### src/rtl/mem_rw_arbiter_pkg.sv
`default_nettype none
// ============================================================================
// mem_arb_pkg : shared types and default widths for the main-memory arbiter
// Revision    : 1.0
// ============================================================================
package mem_arb_pkg;

    // Keep these in step with the main_mem address/data widths in global.svh.
    localparam int DEF_AW = 8;
    localparam int DEF_DW = 16;

    typedef enum logic [1:0] {
        IDLE = 2'd0,
        BUSY = 2'd1,
        RESP = 2'd2
    } arb_state_e;

endpackage
`default_nettype wire

### src/rtl/mem_rw_arbiter_if.sv
`default_nettype none
// ============================================================================
// mem_rw_arbiter_if : requester-side and memory-side bus of the arbiter
// Revision          : 1.0
// ============================================================================
interface mem_rw_arbiter_if
    import mem_arb_pkg::*;
#(
    parameter int NREQ = 3,
    parameter int AW   = DEF_AW,
    parameter int DW   = DEF_DW
);
    logic [NREQ-1:0]         req_val_i;
    logic [NREQ-1:0]         req_wen_i;
    logic [NREQ-1:0][AW-1:0] req_addr_i;
    logic [NREQ-1:0][DW-1:0] req_wdata_i;
    logic [NREQ-1:0]         req_lock_i;
    logic [NREQ-1:0]         req_rdy_o;
    logic [NREQ-1:0]         rsp_val_o;
    logic [DW-1:0]           rsp_data_o;
    logic                    mem_val_o;
    logic                    mem_wen_o;
    logic [AW-1:0]           mem_addr_o;
    logic [DW-1:0]           mem_wdata_o;
    logic                    mem_rdy_i;
    logic [DW-1:0]           mem_rdata_i;
    logic [NREQ-1:0]         gnt_o;
    logic                    busy_o;

    modport slave (
        input  req_val_i, req_wen_i, req_addr_i, req_wdata_i, req_lock_i,
        input  mem_rdy_i, mem_rdata_i,
        output req_rdy_o, rsp_val_o, rsp_data_o,
        output mem_val_o, mem_wen_o, mem_addr_o, mem_wdata_o,
        output gnt_o, busy_o
    );

    modport master (
        output req_val_i, req_wen_i, req_addr_i, req_wdata_i, req_lock_i,
        output mem_rdy_i, mem_rdata_i,
        input  req_rdy_o, rsp_val_o, rsp_data_o,
        input  mem_val_o, mem_wen_o, mem_addr_o, mem_wdata_o,
        input  gnt_o, busy_o
    );
endinterface
`default_nettype wire

### src/rtl/mem_rw_arbiter_rr_picker.sv
`default_nettype none
// ============================================================================
// rr_picker : combinational round-robin picker, searches upward from ptr_i
// Revision  : 1.0
// ============================================================================
module rr_picker #(
    parameter int N  = 3,
    parameter int IW = $clog2(N)
) (
    input  wire logic [N-1:0]  req_i,
    input  wire logic [IW-1:0] ptr_i,
    output logic      [N-1:0]  gnt_o,
    output logic      [IW-1:0] idx_o,
    output logic               any_o
);
    int   w_pos;
    logic w_found;

    always_comb begin
        gnt_o   = '0;
        idx_o   = '0;
        w_found = 1'b0;
        w_pos   = 0;
        for (int i = 0; i < N; i++) begin
            w_pos = (int'(ptr_i) + i) % N;
            if (!w_found && req_i[w_pos]) begin
                w_found       = 1'b1;
                gnt_o[w_pos]  = 1'b1;
                idx_o         = IW'(w_pos);
            end
        end
        any_o = w_found;
    end
endmodule
`default_nettype wire

### src/rtl/mem_rw_arbiter.sv
`default_nettype none
// ============================================================================
// mem_rw_arbiter : round-robin owner of the main_mem rw port with short locks
// Revision       : 1.0
// ============================================================================
module mem_rw_arbiter
    import mem_arb_pkg::*;
#(
    parameter int NREQ     = 3,
    parameter int AW       = DEF_AW,
    parameter int DW       = DEF_DW,
    parameter int MAX_HOLD = 15
) (
    input wire logic         clk_i,
    input wire logic         rst_ni,
    mem_rw_arbiter_if.slave  bus
);
    localparam int IW = $clog2(NREQ);

    arb_state_e      r_state, w_state_nxt;
    logic [NREQ-1:0] r_gnt, w_gnt_nxt;
    logic [IW-1:0]   r_gnt_idx, w_gnt_idx_nxt;
    logic [IW-1:0]   r_ptr, w_ptr_nxt;
    logic [7:0]      r_hold_cnt, w_hold_cnt_nxt;
    logic            r_rd_pend, w_rd_pend_nxt;

    logic [NREQ-1:0] w_pick_oh;
    logic [IW-1:0]   w_pick_idx;
    logic            w_pick_any;

    rr_picker #(.N(NREQ), .IW(IW)) u_picker (
        .req_i (bus.req_val_i),
        .ptr_i (r_ptr),
        .gnt_o (w_pick_oh),
        .idx_o (w_pick_idx),
        .any_o (w_pick_any)
    );

    always_ff @(posedge clk_i) begin
        if (!rst_ni) begin
            r_state    <= IDLE;
            r_gnt      <= '0;
            r_gnt_idx  <= '0;
            r_ptr      <= '0;
            r_hold_cnt <= 8'd0;
            r_rd_pend  <= 1'b0;
        end else begin
            r_state    <= w_state_nxt;
            r_gnt      <= w_gnt_nxt;
            r_gnt_idx  <= w_gnt_idx_nxt;
            r_ptr      <= w_ptr_nxt;
            r_hold_cnt <= w_hold_cnt_nxt;
            r_rd_pend  <= w_rd_pend_nxt;
        end
    end

    always_comb begin
        w_state_nxt    = r_state;
        w_gnt_nxt      = r_gnt;
        w_gnt_idx_nxt  = r_gnt_idx;
        w_ptr_nxt      = r_ptr;
        w_hold_cnt_nxt = r_hold_cnt;
        w_rd_pend_nxt  = r_rd_pend;
        case (r_state)
            IDLE: begin
                if (w_pick_any) begin
                    w_state_nxt   = BUSY;
                    w_gnt_nxt     = w_pick_oh;
                    w_gnt_idx_nxt = w_pick_idx;
                end
            end
            BUSY: begin
                if (bus.req_val_i[r_gnt_idx] && bus.mem_rdy_i) begin
                    w_state_nxt   = RESP;
                    w_rd_pend_nxt = ~bus.req_wen_i[r_gnt_idx];
                end else if (!bus.req_val_i[r_gnt_idx]) begin
                    // Withdrawn request: give up ownership without moving the pointer.
                    w_state_nxt    = IDLE;
                    w_gnt_nxt      = '0;
                    w_hold_cnt_nxt = 8'd0;
                end
            end
            RESP: begin
                if (bus.req_lock_i[r_gnt_idx] && bus.req_val_i[r_gnt_idx] &&
                    (r_hold_cnt < 8'(MAX_HOLD))) begin
                    w_state_nxt    = BUSY;
                    w_hold_cnt_nxt = r_hold_cnt + 8'd1;
                end else begin
                    w_state_nxt    = IDLE;
                    w_gnt_nxt      = '0;
                    w_hold_cnt_nxt = 8'd0;
                    w_ptr_nxt      = (r_gnt_idx == IW'(NREQ - 1)) ? '0 : r_gnt_idx + 1'b1;
                end
            end
            default: begin
                w_state_nxt = IDLE;
                w_gnt_nxt   = '0;
            end
        endcase
    end

    always_comb begin
        bus.mem_val_o   = 1'b0;
        bus.mem_wen_o   = 1'b0;
        bus.mem_addr_o  = {AW{1'b0}};
        bus.mem_wdata_o = {DW{1'b0}};
        bus.req_rdy_o   = '0;
        bus.rsp_val_o   = '0;
        case (r_state)
            BUSY: begin
                bus.mem_val_o   = bus.req_val_i[r_gnt_idx];
                bus.mem_wen_o   = bus.req_wen_i[r_gnt_idx];
                bus.mem_addr_o  = bus.req_addr_i[r_gnt_idx];
                bus.mem_wdata_o = bus.req_wdata_i[r_gnt_idx];
                bus.req_rdy_o   = r_gnt & {NREQ{bus.mem_rdy_i}};
            end
            RESP: begin
                bus.rsp_val_o = r_gnt & {NREQ{r_rd_pend}};
            end
            default: begin
            end
        endcase
    end

    assign bus.gnt_o      = r_gnt;
    assign bus.busy_o     = (r_state != IDLE);
    assign bus.rsp_data_o = bus.mem_rdata_i;

endmodule
`default_nettype wire

### src/flat_wrapper.sv
// flat-port wrapper written by rule: the top's interface ports become plain ports
module mem_rw_arbiter_flat import mem_arb_pkg::*;
#(
    parameter int NREQ     = 3,
    parameter int AW       = DEF_AW,
    parameter int DW       = DEF_DW,
    parameter int MAX_HOLD = 15
)
  (clk_i, rst_ni, bus_req_val_i, bus_req_wen_i, bus_req_addr_i, bus_req_wdata_i, bus_req_lock_i, bus_mem_rdy_i, bus_mem_rdata_i, bus_req_rdy_o, bus_rsp_val_o, bus_rsp_data_o, bus_mem_val_o, bus_mem_wen_o, bus_mem_addr_o, bus_mem_wdata_o, bus_gnt_o, bus_busy_o);
  mem_rw_arbiter_if #(.NREQ(NREQ), .AW(AW), .DW(DW)) bus_i ();
  input wire logic clk_i;
  input wire logic rst_ni;
  input wire logic [$bits(bus_i.req_val_i)-1:0] bus_req_val_i;
  input wire logic [$bits(bus_i.req_wen_i)-1:0] bus_req_wen_i;
  input wire logic [$bits(bus_i.req_addr_i)-1:0] bus_req_addr_i;
  input wire logic [$bits(bus_i.req_wdata_i)-1:0] bus_req_wdata_i;
  input wire logic [$bits(bus_i.req_lock_i)-1:0] bus_req_lock_i;
  input wire logic [$bits(bus_i.mem_rdy_i)-1:0] bus_mem_rdy_i;
  input wire logic [$bits(bus_i.mem_rdata_i)-1:0] bus_mem_rdata_i;
  output wire logic [$bits(bus_i.req_rdy_o)-1:0] bus_req_rdy_o;
  output wire logic [$bits(bus_i.rsp_val_o)-1:0] bus_rsp_val_o;
  output wire logic [$bits(bus_i.rsp_data_o)-1:0] bus_rsp_data_o;
  output wire logic [$bits(bus_i.mem_val_o)-1:0] bus_mem_val_o;
  output wire logic [$bits(bus_i.mem_wen_o)-1:0] bus_mem_wen_o;
  output wire logic [$bits(bus_i.mem_addr_o)-1:0] bus_mem_addr_o;
  output wire logic [$bits(bus_i.mem_wdata_o)-1:0] bus_mem_wdata_o;
  output wire logic [$bits(bus_i.gnt_o)-1:0] bus_gnt_o;
  output wire logic [$bits(bus_i.busy_o)-1:0] bus_busy_o;
  assign bus_i.req_val_i = bus_req_val_i;
  assign bus_i.req_wen_i = bus_req_wen_i;
  assign bus_i.req_addr_i = bus_req_addr_i;
  assign bus_i.req_wdata_i = bus_req_wdata_i;
  assign bus_i.req_lock_i = bus_req_lock_i;
  assign bus_i.mem_rdy_i = bus_mem_rdy_i;
  assign bus_i.mem_rdata_i = bus_mem_rdata_i;
  assign bus_req_rdy_o = bus_i.req_rdy_o;
  assign bus_rsp_val_o = bus_i.rsp_val_o;
  assign bus_rsp_data_o = bus_i.rsp_data_o;
  assign bus_mem_val_o = bus_i.mem_val_o;
  assign bus_mem_wen_o = bus_i.mem_wen_o;
  assign bus_mem_addr_o = bus_i.mem_addr_o;
  assign bus_mem_wdata_o = bus_i.mem_wdata_o;
  assign bus_gnt_o = bus_i.gnt_o;
  assign bus_busy_o = bus_i.busy_o;
  mem_rw_arbiter #(.NREQ(NREQ), .AW(AW), .DW(DW), .MAX_HOLD(MAX_HOLD)) u_core (.clk_i(clk_i), .rst_ni(rst_ni), .bus(bus_i));
endmodule
### config.mk
export PLATFORM = sky130hd
export DESIGN_NAME = mem_rw_arbiter_flat
export DESIGN_NICKNAME = d
export VERILOG_FILES = /design/src/rtl/mem_rw_arbiter_pkg.sv /design/src/rtl/mem_rw_arbiter_if.sv /design/src/rtl/mem_rw_arbiter_rr_picker.sv /design/src/rtl/mem_rw_arbiter.sv /design/src/flat_wrapper.sv
export SDC_FILE = /design/constraint.sdc
export NUM_CORES = 1
export LEC_CHECK = 0
export CAP_MARGIN = 20
export CORE_ASPECT_RATIO = 0.9
export CORE_MARGIN = 3
export CORE_UTILIZATION = 34
export CTS_CLUSTER_SIZE = 20
export DETAILED_ROUTE_END_ITERATION = 10
export GPL_TIMING_DRIVEN = 0
export PLACE_DENSITY = 0.95
export SETUP_SLACK_MARGIN = 0.5
export SLEW_MARGIN = 30
export SYNTH_ARGS = -nofsm -noshare
export SYNTH_HDL_FRONTEND = slang
export SYNTH_SLANG_ARGS = --single-unit
### constraint.sdc
create_clock -name clk_i -period 1.98 [get_ports clk_i]
set_input_delay 0.297 -clock clk_i [delete_from_list [all_inputs] [get_ports clk_i]]
set_output_delay 0.297 -clock clk_i [all_outputs]
set_load 0.02 [all_outputs]
# After elaboration in Yosys (flattened, before gate mapping)
# Cells that the tools add are included.
# classes
bitwise_logic	6
div_mod_pow	3
reduce_logical	19
add_sub_neg	4
magnitude_cmp	8
muxes	55
eq_ne	8
# ops
op	n
$ge A32 B1 Y1 const B	3
$lt A32 B4 Y1 const B	3
$mod A32 B3 Y32 const B	2
$mux W8	5
$bmux W16 S2	1
$mod A3 B3 Y32 const B	1
$mux W16	2
$mux W3	9
$mux W1	18
$bmux W8 S2	1
$pmux W8 S2	1
$mux W2	7
$bmux W1 S2	6
$pmux W3 S3	1
$add A8 B1 Y8 const B	1
$logic_and A1 B1 Y1	8
$lt A8 B4 Y1 const B	1
$ne A2 B2 Y1 const B	4
$reduce_and A2 Y1	4
$and A3 B3 Y3	2
$demux W1 S2	3
$or A3 B3 Y3	2
$pmux W2 S3	1
$eq A2 B2 Y1 const B	2
12 further kinds	15
# word_totals
in_bits	100
out_inout_bits	52
elab_cells	109
ff_bits	18

# Longest topological paths before layout
# Gate-level depths: netlist of the first run.
# depth
ltp_word	13
depth_mapped	8
depth_no_buf	7

# Hierarchy
# From an unflattened synthesis of the first run, not the netlist that was laid out.
# unflattened
hier_cells	295
area_unflattened_um2	2163.3
# modules_own_cells
module	seq_area_each_um2	n_inst	cells_per_inst	area_each_um2
mem_rw_arbiter	360.3	1	243	1781.7
rr_picker	0.0	1	52	381.6

# Least setup slack after synthesis of the first run
# Ideal clock, no wire load.
# synth_path
path_kind	reg-to-reg
from	register u_core.r_gnt_idx[0]
to	register u_core.r_hold_cnt[5]
t_required_ns	1.908
path_stages_with_launch	7
setup_ns	0.072
n_path_buf	1
slack_ns	0.186
synth_period_minus_slack_ns	1.794
arrival_time_ns	1.722
path_cell_list	dfxtp_1 > mux2i_1 > a2bb2oi_4 > a21oi_2 > buf_6 > or4_1 > a21oi_1
# synth_via
elab_chain_cells	6
word_cells_on_any_way	12
cone_classes	eq/ne: 2; mux: 6; reduce/logical: 4
# synth_lines
item	line_no	rtl
start, declared	mem_rw_arbiter.sv:22	logic [IW-1:0] r_gnt_idx, w_gnt_idx_nxt;
start signal, assigned	mem_rw_arbiter.sv:50	r_gnt_idx <= w_gnt_idx_nxt;
$bmux W1 S2, on equally long branches	mem_rw_arbiter.sv:84, mem_rw_arbiter.sv:73, mem_rw_arbiter.sv:76	
$mux W1, on equally long branches	mem_rw_arbiter.sv:84, mem_rw_arbiter.sv:73, mem_rw_arbiter.sv:76	
$logic_and A1 B1 Y1 (2 in a row)	mem_rw_arbiter.sv:84	if (bus.req_lock_i[r_gnt_idx] && bus.req_val_i[r_gnt_idx] &&
$mux W8	mem_rw_arbiter.sv:84	
$pmux W8 S2	mem_rw_arbiter.sv:64	case (r_state)
end signal, assigned	mem_rw_arbiter.sv:52	r_hold_cnt <= w_hold_cnt_nxt;
end, declared	mem_rw_arbiter.sv:24	logic [7:0] r_hold_cnt, w_hold_cnt_nxt;
# Several ways; a longest one is shown, not always the timed one. The select of a mux whose other input is x is not followed.
# A chain may end at the register's enable or synchronous reset.

# Final worst setup path of the first run
# layout_path
from	register u_core.r_gnt_idx[0]
to	output port bus_mem_addr_o[2]
# layout_via
elab_chain_cells	3
# layout_lines
item	line_no	rtl
$bmux W8 S2	mem_rw_arbiter.sv:113	bus.mem_addr_o = bus.req_addr_i[r_gnt_idx];
$mux W8 (implied by the code)	mem_rw_arbiter.sv:113	
$mux W8	mem_rw_arbiter.sv:109	case (r_state)
end, declared	flat_wrapper.sv:25	output wire logic [$bits(bus_i.mem_addr_o)-1:0] bus_mem_addr_o;
# No other way between the ends. The select of a mux whose other input is x is not followed.

==> reports/summary.md, run 1 <==
### Yosys
- Synth Area in Adders: 0.0329
- number of synthesized flops with an enable pin: 0
- Yosys warning total: 0
- area share of xor/xnor cells in the synthesized design: 0
- multiplexer share of the synthesized area: 0.174
- Post-Synthesis Net Count: 376
- fraction of the mapped netlist area in compound gates: 0.208
- Syn Area/Cell: 7.01 sq um
- dominant combinational cell family by area after synthesis: simple AND/OR/NAND/NOR gates
- post-synthesis sequential element count: 18
- synthesized-area fraction occupied by and/or/nand/nor cells: 0.274
- Synth async-reset ratio: 0
- mapped cell area: 1900 sq um
- number of distinct library cells after synthesis: 43
- Post-Synthesis Cells: 271
- most frequently used flop master after synthesis: sky130_fd_sc_hd__dfxtp_1
- sequential share of the synthesized area: 0.190

### Clock network
- hold buffer count at CTS: 0
- root buffer selected by CTS: sky130_fd_sc_hd__clkbuf_8
- clock tree from TritonCTS: done
- Num CTS Buffers: 3
- worst-case clock buffer depth: 2
- clock sink count: 18
- maximum level of the CTS H-tree: 1
- clock latency on the worst-skew pair: 0.26 ns
- clock transition at the registers of the reported paths: 0.07 ns

### Global routing
- maximum number of pins on one net before global-route repair: 11
- GRT Util Overall: 0.236
- antenna violations before repair: 0
- first-pass GRT wire length: 12700 um
- via count of the first global-routing pass: 2750
- Overflow after GRT: 0

### Critical path
- most repeated library cell on the critical path: sky130_fd_sc_hd__buf_4
- timing startpoint of the critical path: u_core.r_gnt_idx[0]
- buffers and inverters on the worst path: 4
- FF-to-FF Start: u_core.r_gnt_idx[0]
- classification of the worst setup path: reg -> out
- biggest fanout along the worst timing path: 6
- Cell Chain, Critical Path: buf_12 > buf_4 > buf_4 > mux2i_1 > nor2_1 > a21oi_1 > nor2_2 > buf_6
- data required time of the worst path: 1.68 ns
- critical-path cell with the highest stage delay: sky130_fd_sc_hd__dfxtp_4
- delay of the slowest cell on the worst path: 0.41 ns
- crit-path leading delay family: buffers and inverters
- data arrival time at the worst-slack endpoint: 1.63 ns
- cell count of the worst reg-to-reg path: 6
- setup slack of the worst register-to-register path: 0.18 ns
- Reg2Reg Capture Point: u_core.r_hold_cnt[5]
- Worst Setup Start Kind: flip-flop
- crit end category: primary output

### Timing
- Final Hold Fails: 0
- final critical-path required period: 1.93 ns
- final hold slack: 0.490 ns
- transition at the pin with the smallest max-transition slack: 0.459 ns
- final slew viol count: 0
- clock skew after layout: 0.00588 ns
- max_slew headroom: 0.694
- Fin Setup TNS: 0 ns
- highest clock rate: 0.518 GHz
- min setup slack post-route: 0.0509 ns
- share of the clock period used by the worst path after layout: 0.974
- number of setup violations in the final report: 0
- RSZ-0062 raised after global routing: yes

### Floorplan
- Die ar.: 6520 sq um
- number of top-level design ports: 152
- Std-Cell Rows: 25
- core footprint: 5320 sq um
- initial core utilization: 0.357
- width of the die: 84.8 um
- height of the die: 76.9 um

### Cells and area
- area occupied by registers: 383 sq um
- Layout Cell Area excl Fill: 4120 sq um
- share of the core filled with cells in the final layout: 0.775
- share of final-layout standard cells stronger than drive strength 1: 0.404
- area growth from synthesis to layout: 117%
- total number of nets in the final design: 547
- ANT cells: 0
- multi-input logic area: 1660 sq um
- Layout Cells excl Fill: 508
- fill cell instance count of the final layout: 340

### Drt
- Post-DRT Antenna Nets: 0
- via total after detailed routing: 2761
- average wire per standard cell: 18.0 um
- remaining routing DRC violations: 0
- total wirelength of the detailed-routed design: 9120 um
- detailed-router iteration count before antenna repair: 4
- initial detailed-routing violation count: 149
- ratio of routed vias to standard cells: 5.44

### Run
- Max-cap violations: 0

### Place
- routability congestion estimate from global placement: 0.850
- Worst Setup Slack post-DPL: -0.440 ns
- Placement Cell Area: 3450 sq um
- placed cells: 473
- Post-DP HPWL: 5970 um
- IO Port Bufs: 135

### Power
- power density cells: 471 nW/um^2
- Lkg Pwr: 1.67 nW
- power after layout: 1.94 mW
- maximum resistive drop on vdd: 326 uV

### Min path
- startpoint of the worst hold path: u_core.r_hold_cnt[6]
- hold endpoint: u_core.r_hold_cnt[6]
- worst min path class: reg -> reg
- Min-Delay Path Depth: 2

### Outcome
- status: finished, final reports clean

==> timing repair <==
action                     in CTS  in global routing
cloned                          1                  2
setup buffers                  19                  9
setup endpoints to repair      53                 49
pin swaps                      12                 15
resized for setup             199                 69
==> cells in the mapped netlist, drive strengths merged, types with 2 or more instances <==
cell / instances / share of area
nand2: 14 / 0.028
a22o: 2 / 0.0092
a21o: 2 / 0.0079
o22ai: 2 / 0.0066
a21oi: 34 / 0.092
nor2b: 6 / 0.020
ha: 5 / 0.033
a2bb2oi: 2 / 0.018
inv: 9 / 0.018
or4: 2 / 0.0079
dfxtp: 18 / 0.19
buf: 25 / 0.090
o31ai: 2 / 0.0079
nand3b: 3 / 0.012
or3: 4 / 0.013
o21ai: 5 / 0.015
nand3: 10 / 0.026
clkbuf: 7 / 0.014
nor3b: 2 / 0.0079
nand2b: 3 / 0.0099
mux2i: 33 / 0.17
and3: 7 / 0.023
nor3: 4 / 0.011
nor2: 57 / 0.11
==> routing by layer <==
layer	vias up	GRT usage	wire (um)
li1	1273	-	-
met1	1333	0.251	3420
met2	122	0.445	4880
met4	0	0.101	306
met5	-	0	0
met3	33	0.0451	519
==> state kept, by name, indices dropped and copies added (netlist names) <==
register and flops:
u_core.bus.gnt_o 3, u_core.r_gnt_idx 2, u_core.r_hold_cnt 8, u_core.r_ptr 2
u_core.r_rd_pend 1, u_core.r_state 2
==> cell type report <==
| type | count | share of cell area |
|---|---|---|
| multi-input cells | 212 | 0.403 |
| clock buffers | 4 | 0.0134 |
| repair buffers | 166 | 0.384 |
| well taps | 67 | 0.0203 |
| inverters | 9 | 0.00880 |
| flip-flops and latches | 18 | 0.0929 |
| plain buffers | 32 | 0.0768 |
==> worst reg2reg max path, stage by stage (launching register included) <==
cell and delay (ns):
sky130_fd_sc_hd__dfxtp_4 0.41, sky130_fd_sc_hd__mux2i_4 0.26, sky130_fd_sc_hd__a2bb2oi_4 0.23, sky130_fd_sc_hd__a21oi_2 0.10, sky130_fd_sc_hd__buf_6 0.14, sky130_fd_sc_hd__or4_4 0.48
sky130_fd_sc_hd__a21oi_2 0.12
==> kinds of logic (layout without fill, tap and decap cells) <==
family	count (synthesis)	count (layout)
AND/OR/NAND/NOR	113	113
AO/OA/AOI/OAI	61	61
buffers and inverters	41	211
multiplexers	33	33
flip-flops	18	18
adder cells (fa/ha/maj)	5	5
==> cells in the final DEF (no fill, tap or decap), types with 3 or more instances in the layout <==
| cell type | n |
|---|---|
| sky130_fd_sc_hd__nor2_4 | 3 |
| sky130_fd_sc_hd__a21oi_2 | 16 |
| sky130_fd_sc_hd__mux2i_2 | 5 |
| sky130_fd_sc_hd__dfxtp_4 | 6 |
| sky130_fd_sc_hd__ha_4 | 3 |
| sky130_fd_sc_hd__or3_1 | 3 |
| sky130_fd_sc_hd__nor2_1 | 32 |
| sky130_fd_sc_hd__nand3b_1 | 3 |
| sky130_fd_sc_hd__a21oi_1 | 18 |
| sky130_fd_sc_hd__buf_6 | 21 |
| sky130_fd_sc_hd__and3_1 | 7 |
| sky130_fd_sc_hd__buf_12 | 4 |
| sky130_fd_sc_hd__nand3_1 | 8 |
| sky130_fd_sc_hd__nor2_2 | 22 |
| sky130_fd_sc_hd__nor2b_1 | 4 |
| sky130_fd_sc_hd__buf_2 | 14 |
| sky130_fd_sc_hd__dfxtp_1 | 12 |
| sky130_fd_sc_hd__clkbuf_8 | 6 |
| sky130_fd_sc_hd__buf_4 | 46 |
| sky130_fd_sc_hd__clkdlybuf4s50_1 | 95 |
| sky130_fd_sc_hd__inv_1 | 8 |
| sky130_fd_sc_hd__o21ai_0 | 3 |
| sky130_fd_sc_hd__dlygate4sd2_1 | 7 |
| sky130_fd_sc_hd__nand2_1 | 14 |
| sky130_fd_sc_hd__clkbuf_4 | 3 |
| sky130_fd_sc_hd__mux2i_1 | 26 |
==> worst max path at each step <==
| stage | slack [ns] | depth (start not counted) | to |
|---|---|---|---|
| 6_report | 0.05 | 8 | bus_mem_addr_o[2] |
| 2_1_floorplan | 0.30 | 6 | u_core.r_hold_cnt[5] |
| 3_5_place_dp | -0.44 | 5 | bus_mem_val_o |
| 3_3_place_gp | -0.43 | 5 | bus_mem_val_o |
| 5_1_grt | -0.01 | 7 | bus_mem_addr_o[1] |
| 4_1_cts | 0.11 | 7 | bus_mem_addr_o[5] |
==> report_power, final <==
part / internal [mW] / total, mW / switching (mW)
sequential: 0.375 / 0.400 / 0.0251
combinational: 0.642 / 1.23 / 0.586
clock: 0.177 / 0.313 / 0.135
total: 1.19 / 1.94 / 0.747
(Power assumes the default switching activity.)
==> run 2: changes to the inputs <==
--- a/config.mk
+++ b/config.mk
@@ -5,7 +5,6 @@
 export SDC_FILE = /design/constraint.sdc
 export NUM_CORES = 1
 export LEC_CHECK = 0
-export CAP_MARGIN = 20
 export CORE_ASPECT_RATIO = 0.9
 export CORE_MARGIN = 3
 export CORE_UTILIZATION = 34
==> results of run 2 <==
The final DEF is identical to that of run 1; final timing and power are the same.
==> run 3: changes to the inputs <==
--- a/config.mk
+++ b/config.mk
@@ -10,6 +10,7 @@
 export CORE_UTILIZATION = 34
 export CTS_CLUSTER_SIZE = 20
 export DETAILED_ROUTE_END_ITERATION = 10
+export GPL_ROUTABILITY_DRIVEN = 0
 export GPL_TIMING_DRIVEN = 0
 export PLACE_DENSITY = 0.95
 export SETUP_SLACK_MARGIN = 0.5
==> results of run 3 <==
The final DEF is identical to that of run 1; final timing and power are the same.
